[src/rtl/hf_seq_pkg.sv]
// Shared opcodes, mod_type codes and FSM encoding for the HF reader sequencer.
package hf_seq_pkg;

  localparam logic [3:0] CMD_SET_CONF    = 4'h1;
  localparam logic [3:0] CMD_TX          = 4'h2;
  localparam logic [3:0] CMD_SET_TIMEOUT = 4'h3;
  localparam logic [3:0] CMD_ABORT       = 4'hF;

  localparam logic [2:0] MOD_SNIFFER       = 3'b000;
  localparam logic [2:0] MOD_TAGSIM_LISTEN = 3'b001;
  localparam logic [2:0] MOD_TAGSIM_MOD    = 3'b010;
  localparam logic [2:0] MOD_READER_LISTEN = 3'b011;
  localparam logic [2:0] MOD_READER_MOD    = 3'b100;

  localparam int CNT_W = 12;

  typedef enum logic [2:0] {
    ST_IDLE,
    ST_TX,
    ST_GUARD,
    ST_LISTEN,
    ST_RESP
  } seq_state_e;

  // Slot counters stop at zero instead of wrapping.
  function automatic logic [CNT_W-1:0] sat_dec(input logic [CNT_W-1:0] v);
    return (v == '0) ? v : v - {{(CNT_W-1){1'b0}}, 1'b1};
  endfunction

endpackage

[src/rtl/hf_cmd_fifo.sv]
// Small show-ahead command FIFO on the carrier negedge, with synchronous flush.
module hf_cmd_fifo #(
  parameter int DEPTH = 4,
  parameter int WIDTH = 16
) (
  input  logic             clk_i,
  input  logic             nrst_i,
  input  logic             push_i,
  input  logic [WIDTH-1:0] wdata_i,
  input  logic             pop_i,
  input  logic             flush_i,
  output logic [WIDTH-1:0] rdata_o,
  output logic             full_o,
  output logic             empty_o
);

  localparam int AW = $clog2(DEPTH);

  logic [WIDTH-1:0] mem_q [DEPTH];
  logic [AW:0]      wr_ptr_q;
  logic [AW:0]      rd_ptr_q;
  logic             do_push;
  logic             do_pop;

  assign empty_o = (wr_ptr_q == rd_ptr_q);
  assign full_o  = (wr_ptr_q[AW] != rd_ptr_q[AW]) &&
                   (wr_ptr_q[AW-1:0] == rd_ptr_q[AW-1:0]);
  // Fullness is judged before any same-cycle pop.
  assign do_push = push_i && !full_o && !flush_i;
  assign do_pop  = pop_i && !empty_o && !flush_i;
  assign rdata_o = mem_q[rd_ptr_q[AW-1:0]];

  always_ff @(negedge clk_i or negedge nrst_i) begin
    if (!nrst_i) begin
      wr_ptr_q <= '0;
      rd_ptr_q <= '0;
    end else if (flush_i) begin
      wr_ptr_q <= '0;
      rd_ptr_q <= '0;
    end else begin
      if (do_push) wr_ptr_q <= wr_ptr_q + 1'b1;
      if (do_pop)  rd_ptr_q <= rd_ptr_q + 1'b1;
    end
  end

  always_ff @(negedge clk_i) begin
    if (do_push) mem_q[wr_ptr_q[AW-1:0]] <= wdata_i;
  end

endmodule

[src/rtl/hf_reader_sequencer.sv]
// Command-queued TX/guard/listen/response sequencer driving the HF datapath mod_type.
// Optional HF_SEQ_STATS_EN adds saturating response/timeout counters.
module hf_reader_sequencer
  import hf_seq_pkg::*;
#(
  parameter int CMD_DEPTH  = 4,
  parameter int GUARD_BITS = 9,
  parameter int EOF_BITS   = 2,
  parameter int TO_DEFAULT = 256
) (
  input  logic        ck_1356meg,
  input  logic        nrst,
  input  logic        bit_strobe,
  input  logic        curbit,
  input  logic        cmd_valid,
  input  logic [15:0] cmd_word,
  output logic        cmd_ready,
  output logic [2:0]  mod_type,
  output logic        busy,
  output logic        resp_start,
  output logic        resp_done,
  output logic        timeout
`ifdef HF_SEQ_STATS_EN
  ,
  output logic [15:0] resp_cnt,
  output logic [15:0] timeout_cnt
`endif
);

  localparam logic [CNT_W-1:0] GUARD_LD = CNT_W'(GUARD_BITS);
  localparam logic [CNT_W-1:0] TO_RST   = CNT_W'(TO_DEFAULT);
  localparam logic [CNT_W-1:0] EOF_LIM  = CNT_W'(EOF_BITS);

  seq_state_e       state_q;
  logic [CNT_W-1:0] cnt_q;
  logic [CNT_W-1:0] quiet_q;
  logic [CNT_W-1:0] quiet_d;
  logic [CNT_W-1:0] timeout_bits_q;
  logic [2:0]       idle_mode_q;
  logic [2:0]       mod_type_q;
  logic             abort_pend_q;
  logic             resp_start_q;
  logic             resp_done_q;
  logic             timeout_q;

  logic             abort_acc;
  logic             push;
  logic             pop;
  logic             fifo_full;
  logic             fifo_empty;
  logic [15:0]      fifo_rdata;
  logic [3:0]       pop_op;
  logic [11:0]      pop_d;

  // ABORT never enters the FIFO, so it is taken even while the FIFO is full.
  assign abort_acc = cmd_valid && (cmd_word[15:12] == CMD_ABORT);
  assign push      = cmd_valid && cmd_ready && !abort_acc;
  assign pop       = bit_strobe && (state_q == ST_IDLE) && !fifo_empty &&
                     !abort_acc && !abort_pend_q;
  assign pop_op    = fifo_rdata[15:12];
  assign pop_d     = fifo_rdata[11:0];
  assign quiet_d   = (quiet_q == {CNT_W{1'b1}}) ? quiet_q : quiet_q + 1'b1;

  hf_cmd_fifo #(
    .DEPTH (CMD_DEPTH),
    .WIDTH (16)
  ) u_fifo (
    .clk_i   (ck_1356meg),
    .nrst_i  (nrst),
    .push_i  (push),
    .wdata_i (cmd_word),
    .pop_i   (pop),
    .flush_i (abort_acc),
    .rdata_o (fifo_rdata),
    .full_o  (fifo_full),
    .empty_o (fifo_empty)
  );

  always_ff @(negedge ck_1356meg or negedge nrst) begin
    if (!nrst) begin
      state_q        <= ST_IDLE;
      cnt_q          <= '0;
      quiet_q        <= '0;
      timeout_bits_q <= TO_RST;
      idle_mode_q    <= MOD_SNIFFER;
      mod_type_q     <= MOD_SNIFFER;
      abort_pend_q   <= 1'b0;
      resp_start_q   <= 1'b0;
      resp_done_q    <= 1'b0;
      timeout_q      <= 1'b0;
    end else begin
      resp_start_q <= 1'b0;
      resp_done_q  <= 1'b0;
      timeout_q    <= 1'b0;
      if (abort_acc) abort_pend_q <= 1'b1;

      if (bit_strobe) begin
        if (abort_acc || abort_pend_q) begin
          abort_pend_q <= 1'b0;
          state_q      <= ST_IDLE;
          mod_type_q   <= idle_mode_q;
          cnt_q        <= '0;
          quiet_q      <= '0;
        end else begin
          case (state_q)
            ST_IDLE: begin
              mod_type_q <= idle_mode_q;
              if (pop) begin
                case (pop_op)
                  CMD_SET_CONF: begin
                    idle_mode_q <= pop_d[2:0];
                    mod_type_q  <= pop_d[2:0];
                  end
                  CMD_TX: begin
                    state_q    <= ST_TX;
                    cnt_q      <= (pop_d == '0) ? CNT_W'(1) : pop_d;
                    mod_type_q <= MOD_READER_MOD;
                  end
                  CMD_SET_TIMEOUT: timeout_bits_q <= pop_d;
                  default: ;
                endcase
              end
            end
            ST_TX: begin
              if (cnt_q <= CNT_W'(1)) begin
                mod_type_q <= MOD_READER_LISTEN;
                if (GUARD_LD == '0) begin
                  state_q <= ST_LISTEN;
                  cnt_q   <= timeout_bits_q;
                end else begin
                  state_q <= ST_GUARD;
                  cnt_q   <= GUARD_LD;
                end
              end else begin
                cnt_q <= sat_dec(cnt_q);
              end
            end
            ST_GUARD: begin
              if (cnt_q <= CNT_W'(1)) begin
                state_q <= ST_LISTEN;
                cnt_q   <= timeout_bits_q;
              end else begin
                cnt_q <= sat_dec(cnt_q);
              end
            end
            // A zero timeout leaves cnt at 0, so the window never expires.
            ST_LISTEN: begin
              if (curbit) begin
                state_q      <= ST_RESP;
                resp_start_q <= 1'b1;
                quiet_q      <= '0;
              end else if (cnt_q == CNT_W'(1)) begin
                state_q    <= ST_IDLE;
                timeout_q  <= 1'b1;
                mod_type_q <= idle_mode_q;
                cnt_q      <= '0;
              end else begin
                cnt_q <= sat_dec(cnt_q);
              end
            end
            ST_RESP: begin
              if (curbit) begin
                quiet_q <= '0;
              end else if (quiet_d >= EOF_LIM) begin
                state_q     <= ST_IDLE;
                resp_done_q <= 1'b1;
                mod_type_q  <= idle_mode_q;
                quiet_q     <= '0;
              end else begin
                quiet_q <= quiet_d;
              end
            end
            default: state_q <= ST_IDLE;
          endcase
        end
      end
    end
  end

  assign cmd_ready  = !fifo_full;
  assign busy       = (state_q != ST_IDLE) || !fifo_empty;
  assign mod_type   = mod_type_q;
  assign resp_start = resp_start_q;
  assign resp_done  = resp_done_q;
  assign timeout    = timeout_q;

`ifdef HF_SEQ_STATS_EN
  logic [15:0] resp_cnt_q;
  logic [15:0] timeout_cnt_q;

  always_ff @(negedge ck_1356meg or negedge nrst) begin
    if (!nrst) begin
      resp_cnt_q    <= '0;
      timeout_cnt_q <= '0;
    end else if (abort_acc) begin
      resp_cnt_q    <= '0;
      timeout_cnt_q <= '0;
    end else begin
      if (resp_start_q && (resp_cnt_q != 16'hFFFF))  resp_cnt_q    <= resp_cnt_q + 16'd1;
      if (timeout_q && (timeout_cnt_q != 16'hFFFF)) timeout_cnt_q <= timeout_cnt_q + 16'd1;
    end
  end

  assign resp_cnt    = resp_cnt_q;
  assign timeout_cnt = timeout_cnt_q;
`endif

endmodule

[config.mk]
export PLATFORM = sky130hd
export DESIGN_NAME = hf_reader_sequencer
export DESIGN_NICKNAME = d
export VERILOG_FILES = /design/src/rtl/hf_seq_pkg.sv /design/src/rtl/hf_cmd_fifo.sv /design/src/rtl/hf_reader_sequencer.sv
export SDC_FILE = /design/constraint.sdc
export NUM_CORES = 1
export LEC_CHECK = 0
export BUFFER_PORTS_ARGS = -buffer_cell sky130_fd_sc_hd__buf_2
export CAP_MARGIN = 20
export CORE_ASPECT_RATIO = 2
export CORE_MARGIN = 2
export CORE_UTILIZATION = 45
export CTS_CLUSTER_DIAMETER = 200
export CTS_CLUSTER_SIZE = 16
export DETAILED_ROUTE_END_ITERATION = 8
export GPL_ROUTABILITY_DRIVEN = 0
export PLACE_DENSITY_LB_ADDON = 0.08
export SYNTH_ARGS = -nofsm -noshare
export SYNTH_HDL_FRONTEND = slang
export SYNTH_SLANG_ARGS = --single-unit
[constraint.sdc]
create_clock -name ck_1356meg -period 2.5 [get_ports ck_1356meg]
set_input_delay 0 -clock ck_1356meg [delete_from_list [all_inputs] [get_ports ck_1356meg]]
set_output_delay 0 -clock ck_1356meg [all_outputs]
set_load 0.005 [all_outputs]
==> metrics.md <==
| Metric | Value |
|---|---|
| Status | `finished, violations left` |
| Failing checks | `negative setup slack` |
| Most common cell after layout, fill and taps aside | `inv_1` |
| Routing usage on met1 | `19.06%` |
| First-pass GRT wire length | `21890 microns` |
| Area of the multi-input gates | `approximately 2300 sq um` |
| Clk_lat worst skew | `460 ps` |
| Via/cell ratio | `5.561` |
| Setup ws final | `-154.9 ps` |
| CTS Sinks | `119` |
| All-Layer GR Usage | `approximately 21%` |
| Post-Route WL | `between 10000 and 15000 microns` |
| Syn avg cell area | `12.71 sq um` |
| Met3 usage | `4.156%` |
| Starting Density | `46.27%` |
| TNS Setup | `-300.7 ps` |
| FILL cells | `985` |
| Die Footprint | `13510 sq um` |
| Count of final setup violators | `2` |
| Slew headroom | `about two thirds` |
| Post-route cell area | `between 7000 and 8000 sq um` |
| Vias | `~4300` |
| 1st-pass router iterations | `4` |
| Final Hold Fails | `0` |
| Hpwl dp | `approximately 9500 microns` |
| P per Cell Area | `1269 nW/um^2` |
| Synthesis-stage register bit count | `~120` |
| # hold bufs at CTS | `0` |
| Placement row count | `57` |
| H-tree levels | `4` |
| Critical path class | `flop to primary output` |
| Height of the die | `162.4 microns` |
| CTS max path bufs | `2` |
| Cell variety after synth | `60` |
| Gr ovfl total | `0` |
| Power, Total | `0.009501 W` |
| DP Area | `6405 sq um` |
| Number of flops mapped to enable cells by yosys | `64` |
| Seq/Total Area, Yosys | `58.47%` |
| Mapped Cells | `between 400 and 500` |
| Max Slew Vio Count | `0` |
| Worst Skew | `72.24 ps` |
| Ports | `29` |
| Root Buffer | `clkbuf_16` |
| Inst Count DP | `~650` |
| Antenna diodes | `0` |
| Prevailing post-synth register cell | `edfxtp_1` |
| Min-Delay Path Class | `flop to flop` |
| Pleak | `3.337 nW` |
| Initial antenna violation count | `0` |
| Most Crowded Layer GR | `met2` |
| Clk slew on worst S/H paths | `50 ps` |
| Register Area | `between 3000 and 4000 sq um` |
| Die W | `roughly 83 microns` |
| Inserted Clock Buffers | `17` |
| RSZ-0062 raised after global routing | `true` |
| Fin nets | `635` |
| Setup crit end kind | `primary output` |
| DRC Markers | `0` |
| Mapped Area | `about 5600 sq um` |
| Worst VDD drop | `0.0007889 V` |
| YS warnings | `0` |
| MaxCap Viol Count | `0` |
| Average routed wire per standard cell | `about 17 microns` |
| TritonCTS clock tree | `done` |
| Met2 Resource Use GR | `about two fifths` |
| Initial drt markers | `approximately 140` |
| Layout area overhead | `32.73%` |
| Startpoint Class | `flop` |
| Area of the core | `12200 sq um` |
| I/O Buffers | `28` |
| Share of layout cells above drive strength 1 | `between 20% and 30%` |
| Most frequent cells in the layout | `inv_1 (80), edfxtp_1 (64), buf_4 (59)` |
| Syn_nets | `474` |
| Req. time, crit path | `between 2000 and 3000 ps` |
| Fin Hold WS | `about 430 ps` |
| Largest net degree at the start of global routing | `19` |
| Arrival @ worst endpoint | `about 2700 ps` |
| Antenna-violating nets left | `0` |
| Non-Filler Instances | `765` |
| Max Fanout on Critical Path | `3` |
| Worst-margin pin slew | `~500 ps` |
| Asr flop ratio synth | `46.22%` |
| Vias in the first global route | `4599` |
-- cells by family (layout without fill, tap and decap cells) --
family / Yosys count / in the layout / share of synthesized area [%]
XOR/XNOR: 10 / 10 / 1.552
AND/OR/NAND/NOR: 140 / 140 / 13.48
buffers and inverters: 36 / 210 / 2.639
AO/OA/AOI/OAI: 94 / 94 / 11.73
multiplexers: 36 / 36 / 10.13
flip-flops: 119 / 119 / 58.47
adder cells (fa/ha/maj): 9 / 9 / 1.996
-- synthesized netlist by cell type, types with 3 or more instances --
cell type	n	area [sq um]
edfxtp_1	64	1922
mux2_1	19	214.0
o31ai_1	8	60.06
o21ai_0	15	75.07
nor2_1	26	97.59
nand4_1	10	62.56
xor2_1	5	43.79
and3_1	3	18.77
o32a_1	3	30.03
nor4_1	5	31.28
xnor2_1	5	43.79
mux4_2	15	337.8
nor4_2	3	37.54
buf_2	8	40.04
a31oi_1	5	31.28
nor3_1	14	70.07
a21oi_1	13	65.06
a221oi_1	8	70.07
inv_1	16	60.06
a21o_1	3	22.52
nand2b_1	5	31.28
nand3_1	15	75.07
ha_1	9	112.6
and2_1	21	131.4
o21ai_1	13	65.06
and4_1	3	26.28
clkbuf_1	8	30.03
dfrtn_1	54	1351
nand2_1	24	90.09
a22o_1	4	35.03
-- state kept, by name, summed over array words and instances (netlist names) --
register,flops
timeout_bits_q,12
u_fifo.rd_ptr_q,3
abort_pend_q,1
quiet_q,12
cnt_q,12
u_fifo.mem_q,64
resp_start,1
idle_mode_q,3
mod_type,3
u_fifo.wr_ptr_q,3
resp_done,1
timeout,1
state_q,3
-- final cells by class --
type,instances,share of cell area [%]
sequential,119,44.05
tap,147,2.456
inverter,16,0.8019
multi-input combinational,289,30.25
timing repair buffer,97,10.46
clock inverter,80,6.298
clock buffer,17,5.680
-- worst paths after layout --
path                                          end               start  slack (ps)  depth (start not counted)
worst max-delay path                         busy  u_fifo.rd_ptr_q[1]        -150                          4
worst min-delay path                  mod_type[2]         mod_type[2]         430                          1
worst max register to register         state_q[2]  u_fifo.rd_ptr_q[0]          80                          8
worst min register to register        mod_type[2]         mod_type[2]         430                          1
max in group asynchronous       timeout_bits_q[6]                nrst        1260                          2
min in group asynchronous              state_q[0]                nrst         700                          1
-- routing by layer --
layer  share of wire [%]  up-vias
li1                    -     2040
met1                  35     2091
met2                  60       99
met3                 2.6       24
met4                 2.6        0
met5                   0        -
-- worst max-delay path, stage by stage (launching register included) --
cell and delay (ps):
dfrtn_1 460, xnor2_2 160, buf_4 160, nand4_1 90
buf_2 140
-- through the flow --
| stage | util [%] | setup slack, ps |
|---|---|---|
| after CTS | 60.69 | -132.9 |
| after floorplan | - | -133.9 |
| after global placement | 52.52 | -331.6 |
| after global routing | 61.41 | -197.2 |
| final | 61.41 | -154.9 |
| after detailed placement | 52.52 | -340.9 |
-- repair_timing --
| action | CTS | global route |
|---|---|---|
| pin swaps | 4 | 6 |
| setup buffers | 10 | 10 |
| endpoints found under the setup margin | 2 | 7 |
| resized for setup | 4 | 5 |
-- report_power, final --
group / switching, W / internal (W)
Clock: 0.00126 / 0.00177
Sequential: 0.000318 / 0.00265
Combinational: 0.00181 / 0.00170
Total: 0.00338 / 0.00612
Note: power is estimated with default switching activity, not from simulation.
